$ cat src/rtl/mips_pkg.sv
// Shared memory-stage definitions: the access FSM state encoding and
// the default access timeout.
package mips_pkg;

   typedef enum logic [1:0] {
      IDLE = 2'd0,
      REQ  = 2'd1,
      DONE = 2'd2
   } state_e;

   localparam int TIMEOUT_CYC_DEFAULT = 16;

endpackage

$ cat src/rtl/mem_timeout_counter.sv
// 8-bit cycle counter for an outstanding data-memory access. terminal is
// raised while the count equals TERMINAL.
module mem_timeout_counter #(
   parameter int TERMINAL = 15
) (
   input  logic clk,
   input  logic rst_n,
   input  logic clear,
   input  logic enable,
   output logic terminal
);

   logic [7:0] count_q;
   logic [7:0] count_d;

   always_comb begin
      count_d = count_q;
      if (clear) begin
         count_d = '0;
      end else if (enable) begin
         count_d = count_q + 8'd1;
      end
   end

   always_ff @(posedge clk or negedge rst_n) begin
      if (!rst_n) begin
         count_q <= '0;
      end else begin
         count_q <= count_d;
      end
   end

   assign terminal = (count_q == 8'(TERMINAL));

endmodule

$ cat src/rtl/memory_stage.sv
// Pipeline memory stage: issues one load/store per accepted instruction and
// reports the result to writeback. Define MEM_ALIGN_CHECK_EN to reject
// word-misaligned loads/stores without touching memory.
module memory_stage
   import mips_pkg::*;
#(
   parameter int TIMEOUT_CYC = TIMEOUT_CYC_DEFAULT,
   parameter int ADDR_W      = 32
) (
   input  logic              clk,
   input  logic              rst_n,
   input  logic              in_valid,
   output logic              in_ready,
   input  logic [31:0]       ALU_result,
   input  logic [31:0]       write_data,
   input  logic              mem_read,
   input  logic              mem_write,
   output logic              dmem_req,
   output logic              dmem_we,
   output logic [ADDR_W-1:0] dmem_addr,
   output logic [31:0]       dmem_wdata,
   input  logic              dmem_ack,
   input  logic [31:0]       dmem_rdata,
   output logic              out_valid,
   output logic [31:0]       out_read_data,
   output logic [31:0]       out_ALU_result,
   output logic              stall,
   output logic              err
);

   state_e      state_q, state_d;
   logic [31:0] alu_q, alu_d;
   logic [31:0] wdata_q, wdata_d;
   logic        we_q, we_d;
   logic        err_q, err_d;
   logic [31:0] rd_q, rd_d;
   logic [31:0] oalu_q, oalu_d;
   logic        cnt_clear;
   logic        cnt_enable;
   logic        cnt_terminal;
   logic        misaligned;

`ifdef MEM_ALIGN_CHECK_EN
   assign misaligned = (mem_read ^ mem_write) && (ALU_result[1:0] != 2'b00);
`else
   assign misaligned = 1'b0;
`endif

   mem_timeout_counter #(
      .TERMINAL (TIMEOUT_CYC - 1)
   ) u_timeout (
      .clk      (clk),
      .rst_n    (rst_n),
      .clear    (cnt_clear),
      .enable   (cnt_enable),
      .terminal (cnt_terminal)
   );

   // Result registers only change on entry to DONE, so writeback sees them
   // held until the next out_valid.
   always_comb begin
      state_d    = state_q;
      alu_d      = alu_q;
      wdata_d    = wdata_q;
      we_d       = we_q;
      err_d      = err_q;
      rd_d       = rd_q;
      oalu_d     = oalu_q;
      cnt_clear  = 1'b0;
      cnt_enable = 1'b0;
      case (state_q)
         IDLE: begin
            if (in_valid) begin
               alu_d   = ALU_result;
               wdata_d = write_data;
               we_d    = mem_write;
               err_d   = 1'b0;
               if ((mem_read && mem_write) || misaligned) begin
                  state_d = DONE;
                  err_d   = 1'b1;
                  rd_d    = '0;
                  oalu_d  = ALU_result;
               end else if (mem_read || mem_write) begin
                  state_d   = REQ;
                  cnt_clear = 1'b1;
               end else begin
                  state_d = DONE;
                  rd_d    = '0;
                  oalu_d  = ALU_result;
               end
            end
         end
         REQ: begin
            cnt_enable = !dmem_ack;
            if (dmem_ack) begin
               state_d = DONE;
               rd_d    = we_q ? 32'd0 : dmem_rdata;
               oalu_d  = alu_q;
               err_d   = 1'b0;
            end else if (cnt_terminal) begin
               state_d = DONE;
               rd_d    = '0;
               oalu_d  = alu_q;
               err_d   = 1'b1;
            end
         end
         DONE: begin
            state_d = IDLE;
         end
         default: begin
            state_d = IDLE;
         end
      endcase
   end

   always_ff @(posedge clk or negedge rst_n) begin
      if (!rst_n) begin
         state_q <= IDLE;
         alu_q   <= '0;
         wdata_q <= '0;
         we_q    <= 1'b0;
         err_q   <= 1'b0;
         rd_q    <= '0;
         oalu_q  <= '0;
      end else begin
         state_q <= state_d;
         alu_q   <= alu_d;
         wdata_q <= wdata_d;
         we_q    <= we_d;
         err_q   <= err_d;
         rd_q    <= rd_d;
         oalu_q  <= oalu_d;
      end
   end

   assign in_ready       = (state_q == IDLE);
   assign stall          = (state_q != IDLE);
   assign dmem_req       = (state_q == REQ);
   assign dmem_we        = dmem_req && we_q;
   assign dmem_addr      = alu_q[ADDR_W-1:0];
   assign dmem_wdata     = wdata_q;
   assign out_valid      = (state_q == DONE);
   assign err            = out_valid && err_q;
   assign out_read_data  = rd_q;
   assign out_ALU_result = oalu_q;

endmodule

$ cat config.mk
export PLATFORM = sky130hd
export DESIGN_NAME = memory_stage
export DESIGN_NICKNAME = d
export VERILOG_FILES = /design/src/rtl/mips_pkg.sv /design/src/rtl/mem_timeout_counter.sv /design/src/rtl/memory_stage.sv
export SDC_FILE = /design/constraint.sdc
export NUM_CORES = 1
export LEC_CHECK = 0
export BUFFER_PORTS_ARGS = -buffer_cell sky130_fd_sc_hd__buf_2
export CORE_ASPECT_RATIO = 1.5
export CORE_UTILIZATION = 45
export CTS_CLUSTER_SIZE = 8
export DETAILED_ROUTE_END_ITERATION = 8
export PLACE_DENSITY = 0.75
export SLEW_MARGIN = 40
export SYNTH_ARGS = -nofsm -noshare
export SYNTH_HDL_FRONTEND = slang
export SYNTH_SLANG_ARGS = --single-unit
$ cat constraint.sdc
create_clock -name clk -period 3.3 [get_ports clk]
set_clock_uncertainty 0.1 [all_clocks]
set_input_delay 0.33 -clock clk [delete_from_list [all_inputs] [get_ports clk]]
set_output_delay 0.33 -clock clk [all_outputs]
set_load 0.01 [all_outputs]
=== Yosys cells after proc, flatten, opt, wreduce, memory -nomap -nowiden ===
Index checks and enable logic that the tools add are counted.

* Input bits: 102
* Word-level logic and storage cells: 59
* Register bits: 140
* Output and inout bits: 134

* Eq/ne operators: 6
* Reductions and logical operators: 13
* Add/sub/neg operators: 1
* Multiplexer cells: 31

{| class="wikitable"
|+ Operators by type and width
! operator !! number
|-
| 32-bit 2-to-1 mux || 11
|-
| 32-bit case mux with 2 select lines || 2
|-
| 8-bit 2-to-1 mux || 2
|-
| 2-bit 2-to-1 mux || 5
|-
| 1-bit 2-to-1 mux || 9
|-
| 8-bit by 1-bit adder with 8-bit output (second input constant) || 1
|-
| 8-bit by 4-bit == test with 1-bit output (second input constant) || 1
|-
| 2-bit nonzero test || 3
|-
| 2-bit case mux with 2 select lines || 1
|-
| 2-bit AND reduction || 2
|-
| 4-bit AND reduction || 1
|-
| 1-bit logical AND || 3
|-
| 3-bit by 1-bit inequality test with 1-bit output (second input constant) || 1
|-
| 3-bit inequality test (second input constant) || 1
|-
| 3-bit AND reduction || 1
|-
| 2-bit by 1-bit == test with 1-bit output (second input constant) || 1
|-
| 2-bit == test (second input constant) || 1
|-
| 2-bit zero test || 1
|-
| 2-bit inequality test (second input constant) || 1
|-
| 1-bit case mux with 2 select lines || 1
|-
| 1-bit zero test || 1
|-
| 1-bit logical OR || 1
|}

=== Longest topological paths before layout ===
Gate-level depths: netlist of run 1.

* Depth in word-level cells: 6
* Depth in mapped cells: 8
* Gate-level depth less buffers: 6

=== By module ===
A second synthesis of run 1 with hierarchy kept.

* Cell total of the unflattened synthesis: 385
* Area, all modules: 5,769.3 µm²

{| class="wikitable"
|+ Modules (own cells, without submodules)
! module !! seq. area each (µm²) !! cells each !! area each (µm²) !! instances
|-
| memory_stage || 3,303.2 || 346 || 5,375.2 || 1
|-
| mem_timeout_counter || 200.2 || 39 || 394.1 || 1
|}

=== Worst setup path before layout of run 1 ===
OpenSTA, ideal clock, no wires.

* Kind: register -> register
* From: register state_q[1]
* To: register alu_q[14], in the netlist dmem_addr[14]
* Period minus slack after synthesis: 1.758 ns
* Cell stages (with the launch flop): 6
* Data arrival time: 1.533 ns
* Path buffers: 3
* Required time: 3.075 ns
* Library setup time: 0.125 ns
* Setup slack: 1.542 ns
* Cells stage by stage: dfrtp_1 -> buf_4 -> nor3b_2 -> buf_2 -> buf_2 -> mux2_2

* Longest elaborated chain between the ends: 2

{| class="wikitable"
|+ Ends and longest elaborated chain
! what !! line !! text
|-
| from (decl) || memory_stage.sv:31 || <nowiki>state_e state_q, state_d;</nowiki>
|-
| from (signal assigned) || memory_stage.sv:126 || <nowiki>state_q <= state_d;</nowiki>
|-
| 2-bit zero test || memory_stage.sv:71 || <nowiki>case (state_q)</nowiki>
|-
| 2-bit AND reduction (no line) || n/a ||
|-
| to (signal assigned) || memory_stage.sv:127 || <nowiki>alu_q <= alu_d;</nowiki>
|-
| to (decl) || memory_stage.sv:32 || <nowiki>logic [31:0] alu_q, alu_d;</nowiki>
|}

Every way passes these cells.
A chain may end at the register's enable or synchronous reset.

=== Worst setup path in the final report of run 1 ===
* From: register state_q[1]
* To: output port dmem_we

* Longest elaborated chain between the ends: 2

{| class="wikitable"
|+ Ends and longest elaborated chain
! what !! line !! text
|-
| 2-bit by 1-bit == test with 1-bit output || memory_stage.sv:138 || <nowiki>assign dmem_req = (state_q == REQ);</nowiki>
|-
| 1-bit logical AND || memory_stage.sv:139 || <nowiki>assign dmem_we = dmem_req && we_q;</nowiki>
|-
| to (decl) || memory_stage.sv:19 || <nowiki>output logic dmem_we,</nowiki>
|}

Every way passes these cells.

==> results, run 1 <==
- The run finished with clean final reports.
- The cell count after synthesis is between 400 and 500.
- The accumulated negative setup slack is 0 ps.
- The congestion estimate from routability-driven global placement came to 0.783.
- Derived from the worst setup path, the maximum achievable clock frequency is 0.419 GHz.
- The number of slew-limit violations in the final report is 0.
- The clock network fraction of total power is around a quarter.
- The largest net degree at the start of global routing is slightly above 80.
- Internal power comes to between 0.004 and 0.005 W.
- The post-synthesis adder-cell area fraction is 0.651%.
- The most critical setup path has its startpoint at state_q[1].
- The sequential share of the synthesized area is about three fifths.
- The final layout contains 766 nets.
- Global routing consumed, over all layers together, a little under a quarter of the routing resources.
- The count of endpoints failing setup in the final report is 0.
- The number of hold-slack violations in the final timing report is 0.
- The height of the die is 141 um.
- After layout, the worst path uses 72.4% of the clock period.
- The floorplan die area is 13300 um^2.
- The total core area is 12500 um^2.
- Once detailed placement completed, the half-perimeter wirelength came to ~10 mm.
- In this run, placement finished with an instance count of around 800.
- The number of nets handed over by synthesis was between 500 and 600.
- The number of different library cells used by synthesis comes to 37.
- In the post-synthesis netlist, the biggest area contributors are sky130_fd_sc_hd__dfrtp_1 (61%), sky130_fd_sc_hd__mux2_2 (13%), sky130_fd_sc_hd__mux2i_1 (5.6%).
- Across all setup checks in the final design, the least slack found is approximately 900 ps.
- Of the post-synthesis cell area, the dominant cell type holds around 61%.
- The analysis attributes to cell leakage a power of roughly 4.0 nW.
- In this run, the number of DRC markers left after iteration 0 of detailed routing was between 150 and 200.
- The critical-path maximum fanout is 37.
- The post-cts sizing count is 0.
- The count of yosys warnings during synthesis is 0.
- The x dimension of the die is 94.4 um.
- After detailed routing, the number of vias per cell comes to between 5 and 6.
- On the worst path, the slowest cell contributes a delay of 570 ps.
- Clock tree synthesis found a total of 140 sinks.
- The number of synthesized flops with an enable pin is 0.
- After detailed routing, the average wire length per cell comes to 17.2 um.
- In the final layout, flip-flops and latches occupy about 3500 um^2.
- Summing all multi-input logic gate instances after layout gives just over 2000 um^2.
- The via count is between 4000 and 5000.
- Counting the buffers created by CTS gives 17.
- For this run, design rule violations remaining after detail routing come to 0.
- The commonest cells after synthesis are sky130_fd_sc_hd__dfrtp_1 (140), sky130_fd_sc_hd__mux2_2 (64), sky130_fd_sc_hd__o21ai_0 (36).
- Of the total synthesized cell area, the portion taken by AND, OR, NAND and NOR gates is around 4%.
- The number of iterations in the first detailed-routing pass is 4.
- The finished layout holds 829 standard cells, fillers aside.
- For the worst-skew pair, the clock arrives at the later sink with an insertion delay of slightly above 400 ps.
- The worst slack after detailed placement is approximately 1100 ps.
- The clock tree from TritonCTS is done.
- By area, the combinational part of the netlist is dominated by multiplexers.
- The post-route netlist has around 50% of its cells at a drive strength greater than 1.
- The initial antenna violation count came to 0.
- The cell accounting for the most synthesized area is sky130_fd_sc_hd__dfrtp_1.
- The endpoint type of the worst setup path is an output port.
- The critical path goes through nand2b_2, buf_4, nor2_1, buf_2.
- The startpoint of the worst-slack reg-to-reg timing path is state_q[0].
- The count of buffers added on input and output ports is 235.
- The synthesized area divided by synthesized cell count is between 10 and 15 um^2.
- The minimum period implied by the final worst setup slack is 2390 ps.
- In this run the tightest slew margin relative to its limit is between 50% and 60%.
- The family with the most delay on the worst path is buffers and inverters.
- The netlist area before placement is a little under 6000 um^2.
- For this design the ratio of total power to cell area is 942 nW/um^2.
- The largest individual stage delay along the critical path comes from the cell sky130_fd_sc_hd__dfrtp_1.
- The startpoint kind of the worst setup timing path is a flop.
- The tool flagged a number of max-cap violations equal to 0.
- The depth of the CTS H-tree is 4.
- The first global-routing pass estimated 23.0 mm of wire.
- The growth of design area from synthesis to finish is 31.8%.
- The combinational fraction of design power is 35.5%.
- Setup repair after global routing left no endpoint under its margin.
- The register share of total power is roughly two fifths.
- In the synthesized netlist the dominant register cell turns out to be sky130_fd_sc_hd__dfrtp_1.
- The critical path data arrival time is 1960 ps.
- Counting the fill cells in the layout gives roughly 1000.
- After global routing the overflow that remains totals 0.
- For this configuration, the core starts out at a cell density of 46.1%.
- The via count of the first global-routing pass is around 4700.
- The number of buffers and inverters on the critical path is 2.
- At the pin with the least slew margin, the transition time is 661 ps.
- After detailed routing, the total wire length is roughly 14 mm.
- The repair_antennas step left the layout with diodes totalling 0.
- The initialized floorplan defines 50 standard-cell rows.
- The most repeated cell in the gate-level netlist after synthesis is sky130_fd_sc_hd__dfrtp_1.
- The total of flip-flops plus latches after synthesis is 140.
- Data on the critical path is required at its endpoint by about 2900 ps.
- The number of primary I/O pins is 236.
- The tightest min-delay check is of the in2reg type.
- The start point of the worst hold path is dmem_rdata[16].
- Of the total synthesized cell area, the portion taken by XOR and XNOR cells is less than 1%.
- Summing the areas of all compound-gate instances in the mapped netlist gives between 10 and 15% of the synthesized area.
- The multiplexer share of the synthesized area is between 10% and 20%.
- The async set-reset flop share out of synthesis is 100%.
- The net switching share of the total power is 34.5%.
- For this design the total switching power over the nets is about 0.0025 W.
- The clock transition at the registers of the reported paths is approximately 60 ps.
- The antenna violation net count after detailed routing is 0.
- The peak supply drop is between 400 and 500 uV.
- The maximum clock insertion buffer count is 2.
- The cell at the root of the clock tree is sky130_fd_sc_hd__clkbuf_16.
- The type of the worst setup path is reg2out.
final cells by class:
cell class,instances,area share (%)
flip-flops and latches,140,46.1
multi-input cells,250,27.0
repair buffers,245,16.8
clock buffers,19,5.83
well taps,156,2.57
clock inverters,12,1.32
inverters,7,0.346
registers in the layout, indices dropped and copies added, names as in the netlist:
register and count:
dmem_addr 32, dmem_wdata 32, out_ALU_result 32, out_read_data 32, u_timeout.count_q 8, state_q 2, err_q 1, we_q 1
layout by cell type, fill, tap and decap left out, types with 2 or more instances in the layout:
master                       synthesis  layout
sky130_fd_sc_hd__mux2_2             64      64
sky130_fd_sc_hd__o21ai_1            32      32
sky130_fd_sc_hd__nor2_1              9       8
sky130_fd_sc_hd__clkbuf_8            0       2
sky130_fd_sc_hd__clkbuf_16           0      17
sky130_fd_sc_hd__dfrtp_1           140     140
sky130_fd_sc_hd__and2_1              2       2
sky130_fd_sc_hd__xor2_1              3       3
sky130_fd_sc_hd__nand3_1             4       4
sky130_fd_sc_hd__buf_4               2       8
sky130_fd_sc_hd__clkinv_4            0       2
sky130_fd_sc_hd__clkinvlp_4          0       3
sky130_fd_sc_hd__nand2_1             9       9
sky130_fd_sc_hd__buf_2              12     234
sky130_fd_sc_hd__a22o_1             32      32
sky130_fd_sc_hd__mux2i_1            32      32
sky130_fd_sc_hd__clkinv_2            0       6
sky130_fd_sc_hd__a21oi_1             3       3
sky130_fd_sc_hd__o21ai_0            36      36
sky130_fd_sc_hd__inv_1               7       7
sky130_fd_sc_hd__nor3b_4             1       2
sky130_fd_sc_hd__ha_1                3       3
sky130_fd_sc_hd__xnor2_1             2       2
worst paths after layout:
kind / endpoint / slack, ps / cells after the start
worst max-delay path: dmem_we / 910 / 4
worst min-delay path: out_read_data[16] / 40 / 2
worst max register to register: out_read_data[11] / 1070 / 5
worst min register to register: dmem_wdata[20] / 400 / 1
max in group asynchronous: dmem_addr[13] / 1830 / 3
min in group asynchronous: dmem_addr[5] / 400 / 2
kinds of logic after synthesis:
logic type,after synthesis
muxes,96
buffers and inverters,38
and+or+nand+nor,38
adders and majority gates,3
DFF,140
AOI/OAI and AO/OA,108
xor gates and xnor gates,5
power groups by stage:
stage / clock [W] / combinational (W) / sequential (W)
5_1_grt: 0.00187 / 0.00277 / 0.00297
4_1_cts: 0.00179 / 0.00257 / 0.00287
3_5_place_dp: 0 / 0.00257 / 0.00289
6_report: 0.00175 / 0.00254 / 0.00287
3_3_place_gp: 0 / 0.00249 / 0.00285
2_1_floorplan: 0 / 0.00118 / 0.00316
metrics by stage:
stage	instance area, um^2	total power [W]	utilization, %	hold slack, ps
2_1_floorplan	5760	0.00434	-	-65.6
3_3_place_gp	7040	0.00534	56.3	312
3_5_place_dp	7040	0.00546	56.3	328
4_1_cts	7590	0.00724	60.7	28.1
5_1_grt	7600	0.00761	60.7	27.6
6_report	7600	0.00716	60.7	43.9
routing by layer:
metal	vias up	wire, um	GRT usage (%)
met5	-	0	0
met4	0	407	9.23
met3	31	853	6.09
met2	168	7800	41.1
met1	2240	5220	24.5
li1	2016	-	-
what timing repair did:
| item | 4_1_cts | 5_1_grt |
|---|---|---|
| hold buffers | 1 | 0 |
| endpoints found under the hold margin | 79 | 0 |
| setup buffers | 0 | 0 |
No activity file was read; power rests on OpenSTA's default activity.
==> run 2, diff against run 1 <==
--- a/config.mk
+++ b/config.mk
@@ -7,10 +7,10 @@
 export LEC_CHECK = 0
 export BUFFER_PORTS_ARGS = -buffer_cell sky130_fd_sc_hd__buf_2
 export CORE_ASPECT_RATIO = 1.5
-export CORE_UTILIZATION = 45
+export CORE_UTILIZATION = 44
 export CTS_CLUSTER_SIZE = 8
 export DETAILED_ROUTE_END_ITERATION = 8
-export PLACE_DENSITY = 0.75
+export PLACE_DENSITY = 0.77
 export SLEW_MARGIN = 40
 export SYNTH_ARGS = -nofsm -noshare
 export SYNTH_HDL_FRONTEND = slang
==> constraint.sdc (replaced) <==
create_clock -name clk -period 1.94 [get_ports clk]
set_clock_uncertainty 0.1 [all_clocks]
set_input_delay 0.194 -clock clk [delete_from_list [all_inputs] [get_ports clk]]
set_output_delay 0.194 -clock clk [all_outputs]
set_load 0.01 [all_outputs]
==> results, run 2 (same netlist as run 1, synthesis figures left out) <==
- Dividing the detail-routed wire length by the instance count gives 18.2 um.
- The cell repeated most along the worst path is sky130_fd_sc_hd__buf_4.
- The start point of the worst hold path is dmem_ack.
- The most common cell after layout, fill and taps aside is sky130_fd_sc_hd__buf_2.
- The floorplan step defined a core boundary enclosing about 13000 um^2.
- The run finished with clean final reports.
- For the worst-skew pair, the clock arrives at the later sink with an insertion delay of 410 ps.
- The largest incremental delay on the critical path is between 400 and 500 ps.
- In the final timing run, aggregate negative setup slack is 0 ps.
- The worst pin sits at a relative slew slack of between 60% and 70%.
- The count of cells in the finished layout, fillers not included, comes to about 930.
- The initial antenna violation count came to 0.
- The minimum period implied by the final worst setup slack is ~1900 ps.
- TritonCTS built the clock tree.
- The tree is rooted in a sky130_fd_sc_hd__clkbuf_16.
- By startpoint and endpoint, the worst setup path is classified as reg2reg.
- The number of fill cells in the layout is roughly 870.
- The via count of the first global-routing pass is roughly 5500.
- Setup violations remaining at the end of the flow were counted as 0.
- The routed design has 17.0 mm of wire.
- In this run the deepest clock path goes through 2 buffers.
- The critical path data arrival time is slightly above 2000 ps.
- The leakage power summed over all cells is ~4.4 nW.
- The actual slew at the worst max-slew pin is ~460 ps.
- After floorplanning, the core was divided into 50 placement rows.
- Routability-driven placement finished with a final weighted congestion of between 0.8 and 0.9.
- The via density per instance is 5.28.
- The startpoint of the worst-slack reg-to-reg timing path is state_q[0].
- Counting cells, the worst reg-to-reg path comes to 6.
- The number of slew-limit violations in the final report is 0.
- Clock-pin slew was measured on the worst setup and hold paths at 60 ps.
- The number of primary I/O pins is roughly 240.
- In this run the remaining antenna-violating nets after routing total 0.
- The design draws roughly 0.013 W.
- The final HPWL from detailed placement is 10.0 mm.
- The growth of design area from synthesis to finish is 52.0%.
- The H-tree was split into 4 levels.
- The number of hold-slack violations in the final timing report is 0.
- Power spread over the standard cell area amounts to 1470 nW/um^2.
- The startpoint kind of the worst setup timing path is a flop.
- The largest individual stage delay along the critical path comes from the cell sky130_fd_sc_hd__dfrtp_1.
- Clock tree synthesis inserted a total of 17 buffers.
- The count of input and output buffers is 235.
- The setup slack of the critical path after layout is slightly above 80 ps.
- The floorplan die area is 13600 um^2.
- Traced cell by cell, the critical path runs through buf_4, nand2b_2, inv_1, and3_1, buf_4, a22o_1.
- The tree built by TritonCTS fans out to 140 sinks.
- Entering global routing, the biggest net connects 65 pins.
- The required time at the worst-slack endpoint is roughly 2100 ps.
- Global routing finished with a remaining overflow of 0.
- The effective utilization at floorplan is ~46%.
- For this block, the via count after detailed routing is about 4900.
- The global-route wire length before repair is 26.4 mm.
- The die is 142 um tall.
- Along the worst path, the maximum fanout reaches 32.
- Global routing used 26.0% of the available tracks.
- The number of iterations in the first detailed-routing pass is 6.
- The worst slack after detailed placement is a little under 70 ps.
- After detailed routing, the number of remaining DRC violations is 0.
- The total placed cells including tap cells is 800.
- Setup repair after global routing left no endpoint under its margin.
- Leaving out fill and tap cells, the most frequent cells in the layout are sky130_fd_sc_hd__buf_2 (234), sky130_fd_sc_hd__dfrtp_1 (138), sky130_fd_sc_hd__dlygate4sd3_1 (99), sky130_fd_sc_hd__mux2_2 (64), sky130_fd_sc_hd__o21ai_0 (36).
- The die is approximately 95 um wide.
- IR analysis of the VDD net gives a maximum drop of between 900 and 1000 uV.
- The count of antenna diodes in the layout is 0.
- The final critical-path share of the clock period is 95.8%.
- Cells with a size suffix above 1 make up ~45% of the layout.
- In this run the worst setup path begins at state_q[0].
- The total number of nets in the final design is just under 900.
- The max-cap violation count is 0.
- The achievable clock frequency is 0.538 GHz.
- The endpoint type of the worst setup path is a flop.
- The path category of the worst min-delay check is in2reg.
- The worst hold path was traced through 4 stages.
- For this block, the initial DRC count from the detailed router was ~200.
[run 2: cell types whose count changed in the layout (fill, tap and decap cells not counted), moves of 2 or more]
cell,delta
sky130_fd_sc_hd__dfrtp_2,+2
sky130_fd_sc_hd__buf_12,+6
sky130_fd_sc_hd__clkinv_2,-3
sky130_fd_sc_hd__dlygate4sd3_1,+98
sky130_fd_sc_hd__dfrtp_1,-2
sky130_fd_sc_hd__buf_4,-2
[run 2: path summary, 6_finish.rpt]
path | end | slack, ps
setup / recovery | out_read_data[31] | 80
hold / removal | u_timeout.count_q[1] | 80
setup reg to reg | out_read_data[31] | 80
hold reg to reg | out_read_data[23] | 400
max in group asynchronous | u_timeout.count_q[4] | 880
min in group asynchronous | dmem_addr[9] | 160
[run 2: cell type report]
class	instances	area, um^2	area share (%)
sequential	140	3510	40.0
multi-input combinational	250	2060	23.5
tap	156	195	2.23
inverter	7	26.3	0.300
timing repair buffer	348	2380	27.2
clock buffer	22	474	5.41
clock inverter	10	115	1.31
[run 2: layer usage]
layer	wire length [um]	GRT usage, %
met4	716	15.9
met1	6140	26.6
met3	1010	6.52
met5	0	0
met2	9120	46.4
[run 2: power breakdown]
part           switching [W]  leakage, nW  internal, W  total (W)
sequential          0.000782         1.74      0.00415    0.00493
combinational        0.00242         2.43      0.00231    0.00473
clock                0.00122        0.282      0.00199    0.00321
[run 2: timing repair]
action / CTS / global route
gates resized for setup: 0 / 4
hold buffers: 99 / 0
setup endpoints to repair: 0 / 31
hold endpoints to repair: 172 / 0
setup buffers: 0 / 1
[run 2: per-stage QoR]
| stage | util (%) | hold WS (ps) | instance area, um^2 |
|---|---|---|---|
| after detailed placement | 56.5 | 57.7 | 7140 |
| after floorplan | - | -202 | 5760 |
| after CTS | 69.0 | 66.4 | 8720 |
| after global routing | 69.3 | 78.5 | 8760 |
| final | 69.3 | 77.4 | 8760 |
| after global placement | 56.5 | 54.2 | 7140 |
[run 2: worst max-delay path, delay by kind of cell, from the launching register on]
| kind | cells | cell delay, ps |
|---|---|---|
| AO/OA/AOI/OAI | 1 | 310 |
| AND/OR/NAND/NOR | 2 | 380 |
| flip-flops | 1 | 420 |
| buffers and inverters | 3 | 500 |
==> run 3, diff against run 2 <==
--- a/config.mk
+++ b/config.mk
@@ -10,7 +10,7 @@
 export CORE_UTILIZATION = 44
 export CTS_CLUSTER_SIZE = 8
 export DETAILED_ROUTE_END_ITERATION = 8
-export PLACE_DENSITY = 0.77
+export PLACE_DENSITY_LB_ADDON = 0.2
 export SLEW_MARGIN = 40
 export SYNTH_ARGS = -nofsm -noshare
 export SYNTH_HDL_FRONTEND = slang
==> results, run 3 (same netlist as run 1, synthesis figures left out) <==
- The flow ran to the end, and the final reports show no timing, DRC or antenna violations.
- The clock tree from TritonCTS is done.
- The H-tree generated during clock tree synthesis spans 4 levels.
- The via count of the first global-routing pass came to approximately 5100.
- The clock passes through at most 2 buffers.
- The total length of routed wires is around 16 mm.
- Once routing completed, OpenROAD measured the worst setup slack at ~85 ps.
- The critical path data arrival time is about 2000 ps.
- The number of slew-limit violations in the final report came to 0.
- Of the total power, the share spent switching nets is between 30 and 40%.
- With fillers left out, the area of the finished cells amounts to a little under 9000 um^2.
- The worst pin sits at a relative slew slack of ~75%.
- The number of iterations in the first detailed-routing pass is 6.
- The total core area is ~13000 um^2.
- Derived from the worst setup path, the maximum achievable clock frequency is roughly 0.54 GHz.
- The via density per instance is between 5 and 6.
- The start point of the worst hold path is in_valid.
- By startpoint and endpoint, the worst setup path is classified as reg2reg.
- The DRC violation total after the first TritonRoute iteration is approximately 150.
- The worst setup path is captured at a flop.
- Walking the worst path, the cells encountered are nor4_4, a2bb2oi_4, or2_2, buf_12, a22o_1.
- Measured in cells, the most critical reg-to-reg path has a length of 5.
- The worst slack after detailed placement is 119 ps.
- The min-delay analysis places its worst path in the category in2reg.
- The initial antenna violation count is 0.
- In this run the critical register-to-register path is captured at out_read_data[19].
- The sum of internal, switching and leakage power is between 0.01 and 0.015 W.
- The global-route wire length before repair is around 25 mm.
- The max-cap violation count is 0.
- The family with the most delay on the worst path is simple AND/OR/NAND/NOR gates.
- The reg2reg setup slack is roughly 85 ps.
- The worst hold path depth is 3.
- The total power divided by cell area is approximately 1500 nW/um^2.
- After clock tree synthesis, the clock-pin slew on the worst setup and hold paths is about 60 ps.
- Measured along the x axis, the die boundary spans between 90 and 100 um.
- The worst-case IR drop observed on VDD is 836 uV.
- The clock network fraction of total power is 26.4%.
- For the pin with the worst max-slew slack, the measured transition is roughly 380 ps.
- The number of buffers and inverters on the critical path is 1.
- The final critical-path share of the clock period is between 90% and 100%.
- The total global-route track usage is between 20% and 30%.
- Of all nets on the critical path, the largest fanout is 45.
- The share of final-layout standard cells stronger than drive strength 1 is between 40% and 50%.
- The total number of nets in the final design is a little under 900.
- The effective utilization at floorplan is ~46%.
- The minimum period implied by the final worst setup slack is 1850 ps.
- The register share of total power is about 38%.
- The floorplan has 50 rows.
- The clock latency on the worst-skew pair is 410 ps.
- The cell area after placement is approximately 7100 um^2.
- The leakage power summed over all cells is 4.45 nW.
- The number of primary I/O pins is 236.
- Setup repair after global routing left no endpoint under its margin.
- The combinational fraction of design power is 36.0%.
- Setup violations remaining at the end of the flow were counted as 0.
- Buffers inserted during clock tree synthesis total 17.
- The post-cts sizing count is 0.
- In the final routed layout, each cell accounts on average for between 15 and 20 um.
- The analysis attributes to net switching a power of about 0.0043 W.
- Entering global routing, the biggest net connects 57 pins.
- The startpoint of the worst-slack reg-to-reg timing path is u_timeout.count_q[5].
- Counting every sink on the clock net gives 140.
- Final hold analysis gives a worst-case slack of ~30 ps.
- The detail route stage leaves a number of antenna-violating nets equal to 0.
- Among all stages on the critical path, the largest delay is contributed by sky130_fd_sc_hd__dfrtp_1.
- The accumulated negative setup slack is 0 ps.
- The largest incremental delay on the critical path is approximately 450 ps.
- The number of hold-slack violations in the final timing report is 0.
- The final estimated routing congestion in global placement is approximately 0.75.
- 0 antenna diodes ended up in the layout.
- For hold timing, the worst endpoint is state_q[1].
- The final HPWL from detailed placement is a little under 10 mm.
- The cell at the root of the clock tree is sky130_fd_sc_hd__clkbuf_16.
- The most common cell after layout, fill and taps aside is sky130_fd_sc_hd__buf_2.
- The count of input and output buffers is 235.
- The growth of design area from synthesis to finish is 51.5%.
- Measured along the y axis, the die boundary spans ~140 um.
- The required time at the worst-slack endpoint is 2120 ps.
- The die covers ~14000 um^2.
- Leaving out fill and tap cells, the most frequent cells in the layout are sky130_fd_sc_hd__buf_2 (234), sky130_fd_sc_hd__dfrtp_1 (140), sky130_fd_sc_hd__dlygate4sd3_1 (98), sky130_fd_sc_hd__mux2_2 (64), sky130_fd_sc_hd__o21ai_0 (36).
- The internal power of the cells totals between 0.008 and 0.009 W.
- The residual overflow from global routing is 0.
- The startpoint kind of the worst setup timing path is a flop.
- Across all layers, the routed design uses between 4000 and 5000 vias.
- For this run, design rule violations remaining after detail routing come to 0.
[run 3: cell count changes in the layout (fill, tap and decap cells not counted), sizes merged]
cell,delta
buf,+1
bufinv,+2
clkbuf,-2
clkinv,-1
clkinvlp,-2
dlygate4sd3,-1
inv,+1
[run 3: final cells by class]
type / instances / area (um^2)
Fill cell: 890 / 3900
Sequential cell: 140 / 3500
Timing Repair Buffer: 347 / 2330
Multi-Input combinational cell: 250 / 2050
Clock buffer: 21 / 460
Tap cell: 156 / 195
Clock inverter: 10 / 164
Inverter: 7 / 26.3
[run 3: stage by stage]
| stage | instances | utilization, % |
|---|---|---|
| 6_report | 931 | 69.1 |
| 5_1_grt | 931 | 69.1 |
| 4_1_cts | 931 | 69.1 |
| 3_5_place_dp | 802 | 56.4 |
| 3_3_place_gp | 802 | 56.4 |
| 2_1_floorplan | 428 | - |
[run 3: worst register-to-register path, delay by kind of cell (launching register included)]
kind / cells / cell delay, ps
simple gates: 2 / 700
flops: 1 / 450
compound gates: 2 / 310
buf+inv: 1 / 200
[run 3: power by group through the flow]
stage / logic (W) / registers (W) / clock network [W]
3_3_place_gp: 0.00437 / 0.00481 / 0
2_1_floorplan: 0.00201 / 0.00538 / 0
3_5_place_dp: 0.00447 / 0.00487 / 0
5_1_grt: 0.00504 / 0.00501 / 0.00359
4_1_cts: 0.00464 / 0.00483 / 0.00348
6_report: 0.00465 / 0.00486 / 0.00340
[run 3: worst max-delay path by stage]
stage / startpoint / endpoint / slack [ps] / cells past startpoint
after global placement: u_timeout.count_q[5] / out_read_data[2] / 160 / 5
after global routing: u_timeout.count_q[5] / out_read_data[19] / 30 / 5
after floorplan: state_q[1] / dmem_addr[14] / 180 / 5
after CTS: u_timeout.count_q[5] / out_read_data[23] / 100 / 5
final: u_timeout.count_q[5] / out_read_data[19] / 90 / 5
after detailed placement: u_timeout.count_q[5] / out_read_data[23] / 120 / 5
[run 3: per-layer routing]
layer  GRT usage [%]  vias to the layer above  part of all wire (%)
li1                -                     2220                     -
met1            25.6                     2383                    38
met2            42.0                      188                    52
met3            7.05                       24                   7.2
met4            9.66                        0                   2.0
met5               0                        -                     0
[run 3: repair_timing]
| action | CTS | global route |
|---|---|---|
| buffers inserted | 0 | 0 |
| endpoints found under the setup margin | 0 | 0 |
| hold endpoints to repair | 264 | 0 |
| hold buffers | 98 | 0 |
